[config.mk]
export PLATFORM = sky130hd
export DESIGN_NAME = lsu
export DESIGN_NICKNAME = d
export VERILOG_FILES = /design/src/rtl/lsu.sv
export SDC_FILE = /design/constraint.sdc
export NUM_CORES = 1
export LEC_CHECK = 0
export ABC_AREA = 1
export BUFFER_PORTS_ARGS = -buffer_cell sky130_fd_sc_hd__buf_2
export CAP_MARGIN = 10
export CORE_AREA = 2 2 124 126
export CTS_CLUSTER_DIAMETER = 50
export DETAILED_ROUTE_END_ITERATION = 10
export DIE_AREA = 0 0 126 128
export GPL_TIMING_DRIVEN = 1
export PLACE_DENSITY = 0.65
export SETUP_SLACK_MARGIN = 0.05
export SLEW_MARGIN = 25
export SYNTH_ARGS = -nofsm -noshare
export SYNTH_HDL_FRONTEND = slang
export SYNTH_SLANG_ARGS = --single-unit
[constraint.sdc]
create_clock -name clk -period 3.6 [get_ports clk]
set_clock_uncertainty 0.15 [all_clocks]
set_input_delay 0.72 -clock clk [delete_from_list [all_inputs] [get_ports clk]]
set_output_delay 0.72 -clock clk [all_outputs]
set_load 0.05 [all_outputs]
[src/rtl/lsu.sv]
// Load/store unit: one outstanding access, lane alignment of store data and byte enables,
// and sign/zero extension of load data on a simple req/gnt/rvalid bus.
module lsu #(
  parameter int XLEN = 32
) (
  input  logic            clk,
  input  logic            rst_n,
  input  logic            req_valid,
  output logic            req_ready,
  input  logic            req_we,
  input  logic [2:0]      req_func3,
  input  logic [XLEN-1:0] req_addr,
  input  logic [XLEN-1:0] req_wdata,
  output logic            mem_req,
  output logic            mem_we,
  output logic [XLEN-1:0] mem_addr,
  output logic [XLEN-1:0] mem_wdata,
  output logic [3:0]      mem_be,
  input  logic            mem_gnt,
  input  logic            mem_rvalid,
  input  logic [XLEN-1:0] mem_rdata,
  output logic            rsp_valid,
  output logic [XLEN-1:0] rsp_data,
  output logic            rsp_misaligned
);

  localparam logic [2:0] F3_B  = 3'b000;
  localparam logic [2:0] F3_H  = 3'b001;
  localparam logic [2:0] F3_W  = 3'b010;
  localparam logic [2:0] F3_BU = 3'b100;
  localparam logic [2:0] F3_HU = 3'b101;

  typedef enum logic [1:0] {
    IDLE = 2'd0,
    REQ  = 2'd1,
    WAIT = 2'd2,
    RESP = 2'd3
  } state_t;

  state_t     state;
  logic [2:0] op_func3_q;
  logic [1:0] op_off_q;

  // Unsigned variants have no store form, so they fault when used with we=1.
  function automatic logic is_fault(input logic we, input logic [2:0] f3,
                                    input logic [1:0] off);
    case (f3)
      F3_B:    return 1'b0;
      F3_H:    return off[0];
      F3_W:    return off != 2'b00;
      F3_BU:   return we;
      F3_HU:   return we | off[0];
      default: return 1'b1;
    endcase
  endfunction

  function automatic logic [3:0] be_of(input logic [2:0] f3, input logic [1:0] off);
    case (f3[1:0])
      2'b00:   return 4'b0001 << off;
      2'b01:   return 4'b0011 << off;
      default: return 4'b1111;
    endcase
  endfunction

  function automatic logic [XLEN-1:0] wdata_of(input logic [2:0] f3,
                                               input logic [XLEN-1:0] wd);
    case (f3[1:0])
      2'b00:   return {4{wd[7:0]}};
      2'b01:   return {2{wd[15:0]}};
      default: return wd;
    endcase
  endfunction

  function automatic logic [XLEN-1:0] extract(input logic [2:0] f3, input logic [1:0] off,
                                              input logic [XLEN-1:0] rdata);
    logic        [XLEN-1:0] lane;
    logic signed [7:0]      lane_b;
    logic signed [15:0]     lane_h;
    logic signed [XLEN-1:0] ext;
    lane   = rdata >> {off, 3'b000};
    lane_b = lane[7:0];
    lane_h = lane[15:0];
    case (f3)
      F3_B:    ext = lane_b;
      F3_H:    ext = lane_h;
      F3_BU:   ext = XLEN'(lane[7:0]);
      F3_HU:   ext = XLEN'(lane[15:0]);
      default: ext = lane;
    endcase
    return ext;
  endfunction

  always_ff @(posedge clk or negedge rst_n) begin
    if (!rst_n) begin
      state          <= IDLE;
      req_ready      <= 1'b1;
      op_func3_q     <= '0;
      op_off_q       <= '0;
      mem_req        <= 1'b0;
      mem_we         <= 1'b0;
      mem_addr       <= '0;
      mem_wdata      <= '0;
      mem_be         <= '0;
      rsp_valid      <= 1'b0;
      rsp_data       <= '0;
      rsp_misaligned <= 1'b0;
    end else begin
      rsp_valid <= 1'b0;
      case (state)
        // Accept: capture the operation; faults skip the bus entirely.
        IDLE: begin
          if (req_valid) begin
            req_ready  <= 1'b0;
            op_func3_q <= req_func3;
            op_off_q   <= req_addr[1:0];
            if (is_fault(req_we, req_func3, req_addr[1:0])) begin
              state          <= RESP;
              rsp_valid      <= 1'b1;
              rsp_misaligned <= 1'b1;
              rsp_data       <= '0;
            end else begin
              state     <= REQ;
              mem_req   <= 1'b1;
              mem_we    <= req_we;
              mem_addr  <= {req_addr[XLEN-1:2], 2'b00};
              mem_wdata <= wdata_of(req_func3, req_wdata);
              mem_be    <= be_of(req_func3, req_addr[1:0]);
            end
          end
        end
        // Bus request held stable until granted.
        REQ: begin
          if (mem_gnt) begin
            mem_req <= 1'b0;
            if (mem_we) begin
              state          <= RESP;
              rsp_valid      <= 1'b1;
              rsp_misaligned <= 1'b0;
              rsp_data       <= '0;
            end else begin
              state <= WAIT;
            end
          end
        end
        // Load data return.
        WAIT: begin
          if (mem_rvalid) begin
            state          <= RESP;
            rsp_valid      <= 1'b1;
            rsp_misaligned <= 1'b0;
            rsp_data       <= extract(op_func3_q, op_off_q, mem_rdata);
          end
        end
        // Response pulse cycle; ready again next cycle.
        default: begin
          state     <= IDLE;
          req_ready <= 1'b1;
        end
      endcase
    end
  end

endmodule

==> run_results.csv, run 1 <==
group,metric,value,unit
logic_synthesis,yosysTopAreaCell,"dfrtp_1",
final_layout,nNetsFinal,1014,
cts,ctsResizeCount,0,
global_route,grtUsageMet2,31.3,%
timing,report.final.hold_viol_count,0,
final_layout,fin_cells,1098,
global_route,top_usage_layer,"met2",
logic_synthesis,synth_edf_count,0,
setup_path,critPathSlowestCell,"dfrtp_1",
cts,clk-insertion-delay-late,0.36,ns
final_layout,diodes,0,
outcome,status,"completed",
timing,maxSlewHeadroom,54.0,%
logic_synthesis,synth-seq-area-share,49.9,%
global_route,grt_usage,19.9,%
cts,cts_buffers,9,
power_and_ir_drop,leakage,4.04,nW
routing,wire_per_inst,14.4,um
setup_path,r2r-start,"state[0]$_DFFE_PN0P_",
cts,clk_pin_slew,0.08,ns
global_route,grt.met3_usage,5.43,%
power_and_ir_drop,power.switching,3.88,mW
power_and_ir_drop,clkPwrFrac,15.1,%
global_route,grt_max_degree,59,
logic_synthesis,synth.top_cell.area_share,49.4,%
cts,cts_tree,"yes",
timing,tns,0,ns
routing,totalWireLength,15.8,mm
setup_path,start_kind,"register",
timing,hold_slack,0.240,ns
floorplan,die-area,0.0161,mm2
setup_path,crit_start,"state[0]$_DFFE_PN0P_",
timing,period_minus_slack,2.33,ns
cts,ctsHoldBuffers,0,
global_route,met1_usage,26.5,%
floorplan,fp.dieW,126,um
cts,cts_root_buffer,"clkbuf_16",
logic_synthesis,ys_async_sr_fraction,100,%
cts,clkSinkCount,110,
logic_synthesis,synth_warnings,0,
floorplan,rows,45,
power_and_ir_drop,comb_power_share,56.1,%
logic_synthesis,synth_top_flop_cell,"dfrtp_1",
placement,portBuffers,207,
setup_path,crit_chain,"inv_1, ha_1, inv_2, nand2_1, o21ai_1, nor2_2, nand2_4, nor2_8, nand3_1, nand2_1",
logic_synthesis,synth.distinct_cells,30,
logic_synthesis,synth_seq_cells,110,
routing,vias_per_cell,4.80,
power_and_ir_drop,pwr-share-seq,28.9,%
routing,drtIter0Drc,376,
timing,setup_viol,0,
power_and_ir_drop,p_int,3.20,mW
timing,worstMarginPinSlew,0.690,ns
power_and_ir_drop,p_total,7.08,mW
setup_path,end_kind,"register",
timing,fmax,0.430,GHz
job,cap_violations,0,
floorplan,chipHeight,128,um
logic_synthesis,postSynthCellCount,718,
logic_synthesis,syn_area,0.00552,mm2
floorplan,ios,210,
power_and_ir_drop,swShare,54.8,%
timing,slew_viol_final,0,
global_route,grt_pass1_wl,25.6,mm
placement,dp_cells,1082,
setup_path,path_delay_family,"simple AND/OR/NAND/NOR gates",
power_and_ir_drop,ir_drop,487,uV
cts,clock_path_buffers,2,
placement,place_worst_setup_slack,0.943,ns
setup_path,cp_common_cell,"nand2_1",
setup_path,path_max_fanout,35,
setup_path,max_stage_delay,0.41,ns
logic_synthesis,yosysMostFrequentCell,"nand2_1",
setup_path,path_buf_inv,2,
global_route,grt-ovfl-total,0,
timing,layout_setup_ws,1.27,ns
setup_path,cp_data_required_time,3.75,ns
cts,htree_levels,3,
timing,finalCritPeriodShare,64.6,%
logic_synthesis,synthTopCellsByArea,"dfrtp_1 49%, nand2_1 25%, o21ai_0 5.7%",
logic_synthesis,yosys-top-cells-count,"374 x nand2_1, 109 x dfrtp_1, 63 x o21ai_0, 42 x nand3_1, 26 x inv_1",
final_layout,drive_above_1_share,29.2,%
routing,ant_nets,0,
routing,route.detailed.drc,0,
cts,postCtsSetupRepairBufs,0,
timing,rsz0062_at_grt,"no",
final_layout,area_growth,25.5,%
floorplan,fp.coreArea,0.0149,mm2
global_route,antenna_found_initial,0,
power_and_ir_drop,power.density,1020,mW/mm2
logic_synthesis,synth.avg_cell_area,7.68,um2
worst_hold_path,hp-class,"in2async",
routing,routed-via-count,5273,
global_route,grt_pass1_vias,4923,
floorplan,start_util,37.1,%
routing,first_pass_iters,5,
setup_path,critPathKind,"reg2reg",
setup_path,crit_arrival,2.48,ns
placement,hpwl,11.4,mm
placement,place_congestion,0.857,
[per-layer routing]
layer  part of all wire [%]  wire (um)
met5                      0          0
met4                    2.1        334
met3                    8.6       1360
met2                     46       7230
met1                     43       6870
[state kept, by name, summed over array words and instances (netlist names)]
signal,count
mem_req,1
mem_wdata,32
op_func3_q,3
state,2
mem_we,1
rsp_data,32
op_off_q,2
rsp_misaligned,1
mem_be,4
rsp_valid,1
mem_addr,30
req_ready,1
[worst reg2reg max path, cell delays in order (launching register included)]
cell,delay [ns]
dfrtp_1,0.41
inv_1,0.11
ha_1,0.30
inv_2,0.09
nand2_1,0.07
o21ai_1,0.07
nor2_2,0.19
nand2_4,0.27
nor2_8,0.38
nand3_1,0.14
nand2_1,0.08
[cell families after synthesis]
kind of cell	Yosys count	share of synthesized area [%]
DFF	110	49.9
AOI/OAI and AO/OA	90	9.16
buffers and inverters	70	6.92
and+or+nand+nor	443	33.0
other	1	0.0680
adders and majority gates	4	0.907
[through the flow]
stage	utilization, %	cell area (um2)
after detailed placement	44.4	6610
after CTS	46.6	6920
after global placement	44.4	6610
after global routing	46.6	6920
after floorplan	-	5520
final	46.6	6920
[power groups by stage]
stage               sequential, mW  combinational [mW]  clock, mW
global route                  2.11                4.30       1.15
CTS                           2.05                4.00       1.09
detailed placement            2.05                4.00          0
global placement              2.06                3.96          0
floorplan                     3.63                1.48          0
finish                        2.04                3.97       1.07
[final timing paths]
check                      depth (start not counted)                        to  slack [ns]
max in group asynchronous                          2  mem_addr[19]$_DFFE_PN0P_        2.30
min in group clk                                   2   mem_addr[2]$_DFFE_PN0P_        0.32
hold / removal                                     1      state[1]$_DFFE_PN0P_        0.24
setup reg to reg                                  10  rsp_data[21]$_DFFE_PN0P_        1.27
hold reg to reg                                    2   mem_addr[2]$_DFFE_PN0P_        0.32
setup / recovery                                  10  rsp_data[21]$_DFFE_PN0P_        1.27
[area by class of cell]
class	count	area, um2
fillers	1569	7940
clock buffers	9	225
flip-flops and latches	110	2750
clock inverters	7	93.8
inverters	32	123
well taps	188	235
multi-input cells	539	2380
repair buffers	213	1110
[cell usage in the layout (no fill, tap or decap), drive strengths merged, types with 2 or more instances in the layout]
master / count
o21ai: 77
a21oi: 10
o211ai: 2
ha: 4
nand2: 377
clkinv: 3
or2: 7
dfrtp: 109
clkbuf: 9
nor2: 14
buf: 213
inv: 34
nand3: 45
conb: 2
Power figures use the tool's default switching activity.
==> run 2: changes to the inputs <==
==> constraint.sdc (replaced) <==
create_clock -name clk -period 2.3 [get_ports clk]
set_clock_uncertainty 0.15 [all_clocks]
set_input_delay 0.46 -clock clk [delete_from_list [all_inputs] [get_ports clk]]
set_output_delay 0.46 -clock clk [all_outputs]
set_load 0.05 [all_outputs]
==> run_results.csv, run 2 (synthesis gave the netlist of run 1 again) <==
group,metric,value,unit
cts,postCtsSetupRepairBufs,0,
setup_path,path_max_fanout,34,
power_and_ir_drop,p_total,11.2,mW
outcome,status,"completed",
power_and_ir_drop,power.density,1590,mW/mm2
cts,clkSinkCount,110,
floorplan,fp.coreArea,0.0149,mm2
placement,place_area,0.00671,mm2
floorplan,rows,45,
final_layout,fin_util,47.5,%
final_layout,final_cell_mix,"374 x nand2_1, 206 x buf_2, 109 x dfrtp_1",
setup_path,end_kind,"register",
floorplan,die-area,0.0161,mm2
placement,portBuffers,207,
final_layout,area_growth,28.1,%
timing,finalCritPeriodShare,87.2,%
global_route,grt-ovfl-total,0,
global_route,grt_max_degree,55,
floorplan,fp.dieW,126,um
cts,cts_tree,"yes",
routing,totalWireLength,15.5,mm
final_layout,nNetsFinal,1026,
final_layout,final_area,0.00706,mm2
global_route,grt_usage,19.8,%
floorplan,ios,210,
routing,route.detailed.drc,0,
worst_hold_path,hp-class,"in2reg",
floorplan,start_util,37.1,%
placement,dp_cells,1093,
final_layout,reg_top3,"mem_wdata: 32 flops, rsp_data: 32 flops, mem_addr: 30 flops",
placement,hpwl,11.6,mm
global_route,grt_pass1_wl,25.4,mm
timing,tns,0,ns
setup_path,cp_data_required_time,2.44,ns
routing,drtIter0Drc,447,
cts,clk-insertion-delay-late,0.35,ns
cts,htree_levels,3,
timing,slew_viol_final,0,
timing,layout_setup_ws,0.294,ns
job,cap_violations,0,
power_and_ir_drop,leakage,4.12,nW
setup_path,start_kind,"register",
global_route,antenna_found_initial,0,
timing,setup_viol,0,
timing,period_minus_slack,2.01,ns
routing,wire_per_inst,13.9,um
timing,fmax,0.499,GHz
routing,vias_per_cell,4.69,
setup_path,critPathKind,"reg2reg",
setup_path,crit_arrival,2.14,ns
global_route,grt_pass1_vias,4974,
routing,routed-via-count,5215,
cts,cts_root_buffer,"clkbuf_16",
timing,rsz0062_at_grt,"no",
routing,first_pass_iters,7,
power_and_ir_drop,ir_drop,676,uV
floorplan,chipHeight,128,um
cts,clk_pin_slew,0.08,ns
routing,ant_nets,0,
placement,place_congestion,0.848,
cts,clock_path_buffers,2,
final_layout,drive_above_1_share,30.0,%
cts,cts_buffers,9,
final_layout,fin_cells,1111,
final_layout,final_common_cell,"nand2_1",
placement,place_worst_setup_slack,0.297,ns
timing,hold_slack,0.142,ns
timing,report.final.hold_viol_count,0,
-- run 2: changes by cell type in the layout (fill, tap and decap cells not counted), sizes merged --
| cell | delta |
|---|---|
| buf | +11 |
| bufinv | +1 |
| clkinv | -1 |
| clkinvlp | -1 |
| diode | +1 |
| dlygate4sd3 | +1 |
| inv | +1 |
-- run 2: worst max-delay path, cell delays in order, from the launching register on --
cell     delay, ns
dfrtp_1       0.40
inv_1         0.10
ha_1          0.30
nand2_1       0.11
nand3_1       0.17
nor2_2        0.07
nand2_4       0.10
buf_4         0.33
nand2_1       0.10
nand2_1       0.08
-- run 2: final timing paths --
path | cells past startpoint | startpoint | end | slack, ns
max reg2reg | 9 | state[0]$_DFFE_PN0P_ | rsp_data[30]$_DFFE_PN0P_ | 0.29
min in group asynchronous | 2 | rst_n | rsp_data[8]$_DFFE_PN0P_ | 0.42
min | 3 | req_addr[12] | mem_addr[12]$_DFFE_PN0P_ | 0.14
min reg2reg | 2 | mem_wdata[10]$_DFFE_PN0P_ | mem_wdata[10]$_DFFE_PN0P_ | 0.32
max | 9 | state[0]$_DFFE_PN0P_ | rsp_data[30]$_DFFE_PN0P_ | 0.29
max in group asynchronous | 3 | rst_n | mem_addr[19]$_DFFE_PN0P_ | 1.02
-- run 2: area by class of cell --
class,count,area [um2]
antenna,1,2.50
clock buffer,9,225
clock inverter,7,114
fill,1583,7800
inverter,32,123
multi-input combinational,539,2380
sequential,110,2750
tap,188,235
timing repair buffer,225,1230
-- run 2: what timing repair did --
| item | 4_1_cts | 5_1_grt |
|---|---|---|
| gates resized for setup | 0 | 0 |
| endpoints found under the hold margin | 23 | 0 |
| hold buffers | 1 | 0 |
-- run 2: layer usage --
layer | track usage (%) | share of wire, %
met5 | 0 | 0
met2 | 31.2 | 46
met1 | 26.5 | 44
met4 | 6.59 | 1.5
met3 | 5.34 | 8.4
-- run 2: power by group --
part / total [mW] / switching, mW / leakage (nW) / internal, mW
combinational: 6.29 / 4.79 / 2.55 / 1.49
sequential: 3.17 / 0.440 / 1.41 / 2.73
clock: 1.75 / 0.769 / 0.165 / 0.982
==> run 3: changes to the inputs <==
==> constraint.sdc (replaced) <==
create_clock -name clk -period 1.9 [get_ports clk]
set_clock_uncertainty 0.15 [all_clocks]
set_input_delay 0.38 -clock clk [delete_from_list [all_inputs] [get_ports clk]]
set_output_delay 0.38 -clock clk [all_outputs]
set_load 0.05 [all_outputs]
==> run_results.csv, run 3 (synthesis gave the netlist of run 1 again) <==
group,metric,value,unit
outcome,status,"completed",
floorplan,fp.coreArea,0.0149,mm2
timing,fmax,0.542,GHz
job,cap_violations,0,
global_route,grt_pass1_wl,25.8,mm
timing,finalCritPeriodShare,97.0,%
setup_path,critPathKind,"reg2reg",
final_layout,nNetsFinal,1041,
final_layout,fin_cells,1125,
setup_path,reg2reg_depth,10,
timing,maxSlewHeadroom,55.1,%
placement,place_congestion,0.835,
routing,totalWireLength,15.8,mm
global_route,grt-ovfl-total,0,
setup_path,crit_end,"rsp_data[20]$_DFFE_PN0P_",
final_layout,final_common_cell,"nand2_1",
power_and_ir_drop,pwr-share-seq,27.2,%
setup_path,r2r_end,"rsp_data[20]$_DFFE_PN0P_",
timing,slew_viol_final,0,
global_route,grt_max_degree,111,
global_route,antenna_found_initial,0,
floorplan,ios,210,
routing,vias_per_cell,4.69,
routing,route.detailed.drc,0,
routing,routed-via-count,5274,
setup_path,start_kind,"register",
power_and_ir_drop,clkPwrFrac,13.2,%
global_route,grt_usage,20.0,%
timing,rsz0062_at_grt,"yes",
setup_path,cp_common_cell,"nand2_1",
cts,cts_root_buffer,"clkbuf_16",
setup_path,r2r-start,"state[1]$_DFFE_PN0P_",
power_and_ir_drop,leakage,4.20,nW
setup_path,r2r_slack,0.06,ns
final_layout,reg_top3,"mem_wdata: 32 flops, rsp_data: 32 flops, mem_addr: 30 flops",
timing,period_minus_slack,1.84,ns
final_layout,final_cell_mix,"371 x nand2_1, 206 x buf_2, 109 x dfrtp_1",
power_and_ir_drop,power.switching,7.60,mW
setup_path,path_max_fanout,7,
setup_path,cp_data_required_time,2.05,ns
setup_path,max_stage_delay,0.38,ns
timing,report.final.hold_viol_count,0,
power_and_ir_drop,p_int,6.49,mW
placement,place_area,0.00685,mm2
final_layout,final_area,0.00732,mm2
floorplan,rows,45,
placement,place_worst_setup_slack,-0.136,ns
cts,htree_levels,3,
final_layout,area_growth,32.7,%
worst_hold_path,holdPathStages,3,
floorplan,start_util,37.1,%
power_and_ir_drop,swShare,53.9,%
floorplan,die-area,0.0161,mm2
global_route,grtUsageMet2,32.5,%
final_layout,fin_util,49.3,%
cts,cts_buffers,9,
cts,clk-insertion-delay-late,0.35,ns
global_route,top_usage_layer,"met2",
setup_path,crit_chain,"buf_4, ha_4, nand2_1, nand3_2, nor2_4, nand2_4, nor2_8, clkbuf_16, nand3_1, nand2_1",
placement,dp_cells,1105,
power_and_ir_drop,power.density,1920,mW/mm2
floorplan,chipHeight,128,um
timing,setup_viol,0,
power_and_ir_drop,ir_drop,920,uV
routing,first_pass_iters,5,
setup_path,end_kind,"register",
global_route,grt_pass1_vias,5195,
placement,hpwl,11.6,mm
routing,wire_per_inst,14.1,um
final_layout,drive_above_1_share,33.4,%
placement,portBuffers,207,
timing,layout_setup_ws,0.0562,ns
power_and_ir_drop,comb_power_share,59.6,%
cts,clkSinkCount,110,
worst_hold_path,hp-class,"in2reg",
setup_path,crit_arrival,1.99,ns
routing,ant_nets,0,
routing,drtIter0Drc,342,
final_layout,diodes,0,
timing,worstMarginPinSlew,0.673,ns
final_layout,n_fill_cell,1505,
global_route,grt.met3_usage,5.38,%
cts,cts_tree,"yes",
cts,clk_pin_slew,0.08,ns
floorplan,fp.dieW,126,um
setup_path,crit_start,"state[1]$_DFFE_PN0P_",
cts,clock_path_buffers,2,
setup_path,critPathSlowestCell,"dfrtp_1",
global_route,met1_usage,25.4,%
==> run 3: cell count changes in the layout (fill, tap and decap cells not counted), sizes merged <==
cell      delta
clkinv       -1
clkbuf       +1
diode        -1
clkinvlp     +3
bufinv       -2
buf         +14
==> run 3: how the worst min path moves through the flow <==
stage | from | end | slack [ns]
after detailed placement | mem_addr[4]$_DFFE_PN0P_ | mem_addr[4]$_DFFE_PN0P_ | 0.30
final | req_addr[28] | mem_addr[28]$_DFFE_PN0P_ | 0.06
after floorplan | rst_n | mem_addr[10]$_DFFE_PN0P_ | -0.07
after CTS | req_addr[28] | mem_addr[28]$_DFFE_PN0P_ | 0.05
after global routing | req_addr[9] | mem_addr[9]$_DFFE_PN0P_ | 0.06
after global placement | mem_addr[31]$_DFFE_PN0P_ | mem_addr[31]$_DFFE_PN0P_ | 0.30
==> run 3: power by group through the flow <==
stage	registers, mW	clock network (mW)	logic (mW)
global placement	3.86	0	7.94
global route	3.97	2.02	9.09
detailed placement	3.85	0	8.01
CTS	3.84	1.92	8.27
floorplan	6.88	0	2.81
finish	3.83	1.86	8.39
==> run 3: area by class of cell <==
class                   instances  area (um2)  area share, %
inverters                      32         123           1.67
multi-input cells             539        2500           34.1
clock buffers                   9         225           3.08
clock inverters                 7        67.6          0.923
flip-flops and latches        110        2750           37.6
well taps                     188         235           3.21
repair buffers                240        1420           19.4
==> run 3: layer usage <==
layer | wire length, um | part of all wire [%] | vias up
li1 | - | - | 2671
met1 | 6750 | 43 | 2379
met2 | 7370 | 47 | 203
met3 | 1300 | 8.2 | 21
met4 | 417 | 2.6 | 0
met5 | 0 | 0 | -
==> run 3: critical path, delay by kind of cell, from the launching register on <==
kind,cells,cell delay (ns)
buffers and inverters,2,0.33
DFF,1,0.38
adders and majority gates,1,0.17
and+or+nand+nor,7,0.76
==> run 3: timing repair <==
action / 4_1_cts / 5_1_grt
resized for setup: 17 / 22
endpoints found under the setup margin: 33 / 33
hold endpoints to repair: 74 / 0
setup buffers: 2 / 0
pin swaps: 4 / 12
hold buffers: 1 / 0
gates cloned: 1 / 0
==> run 3: stage by stage <==
step | power, mW | hold slack [ns] | setup TNS [ns]
finish | 14.1 | 0.0631 | 0
global route | 15.1 | 0.0585 | -0.476
CTS | 14.0 | 0.0490 | 0
detailed placement | 11.9 | 0.303 | -0.796
global placement | 11.8 | 0.300 | -0.187
floorplan | 9.69 | -0.0656 | 0
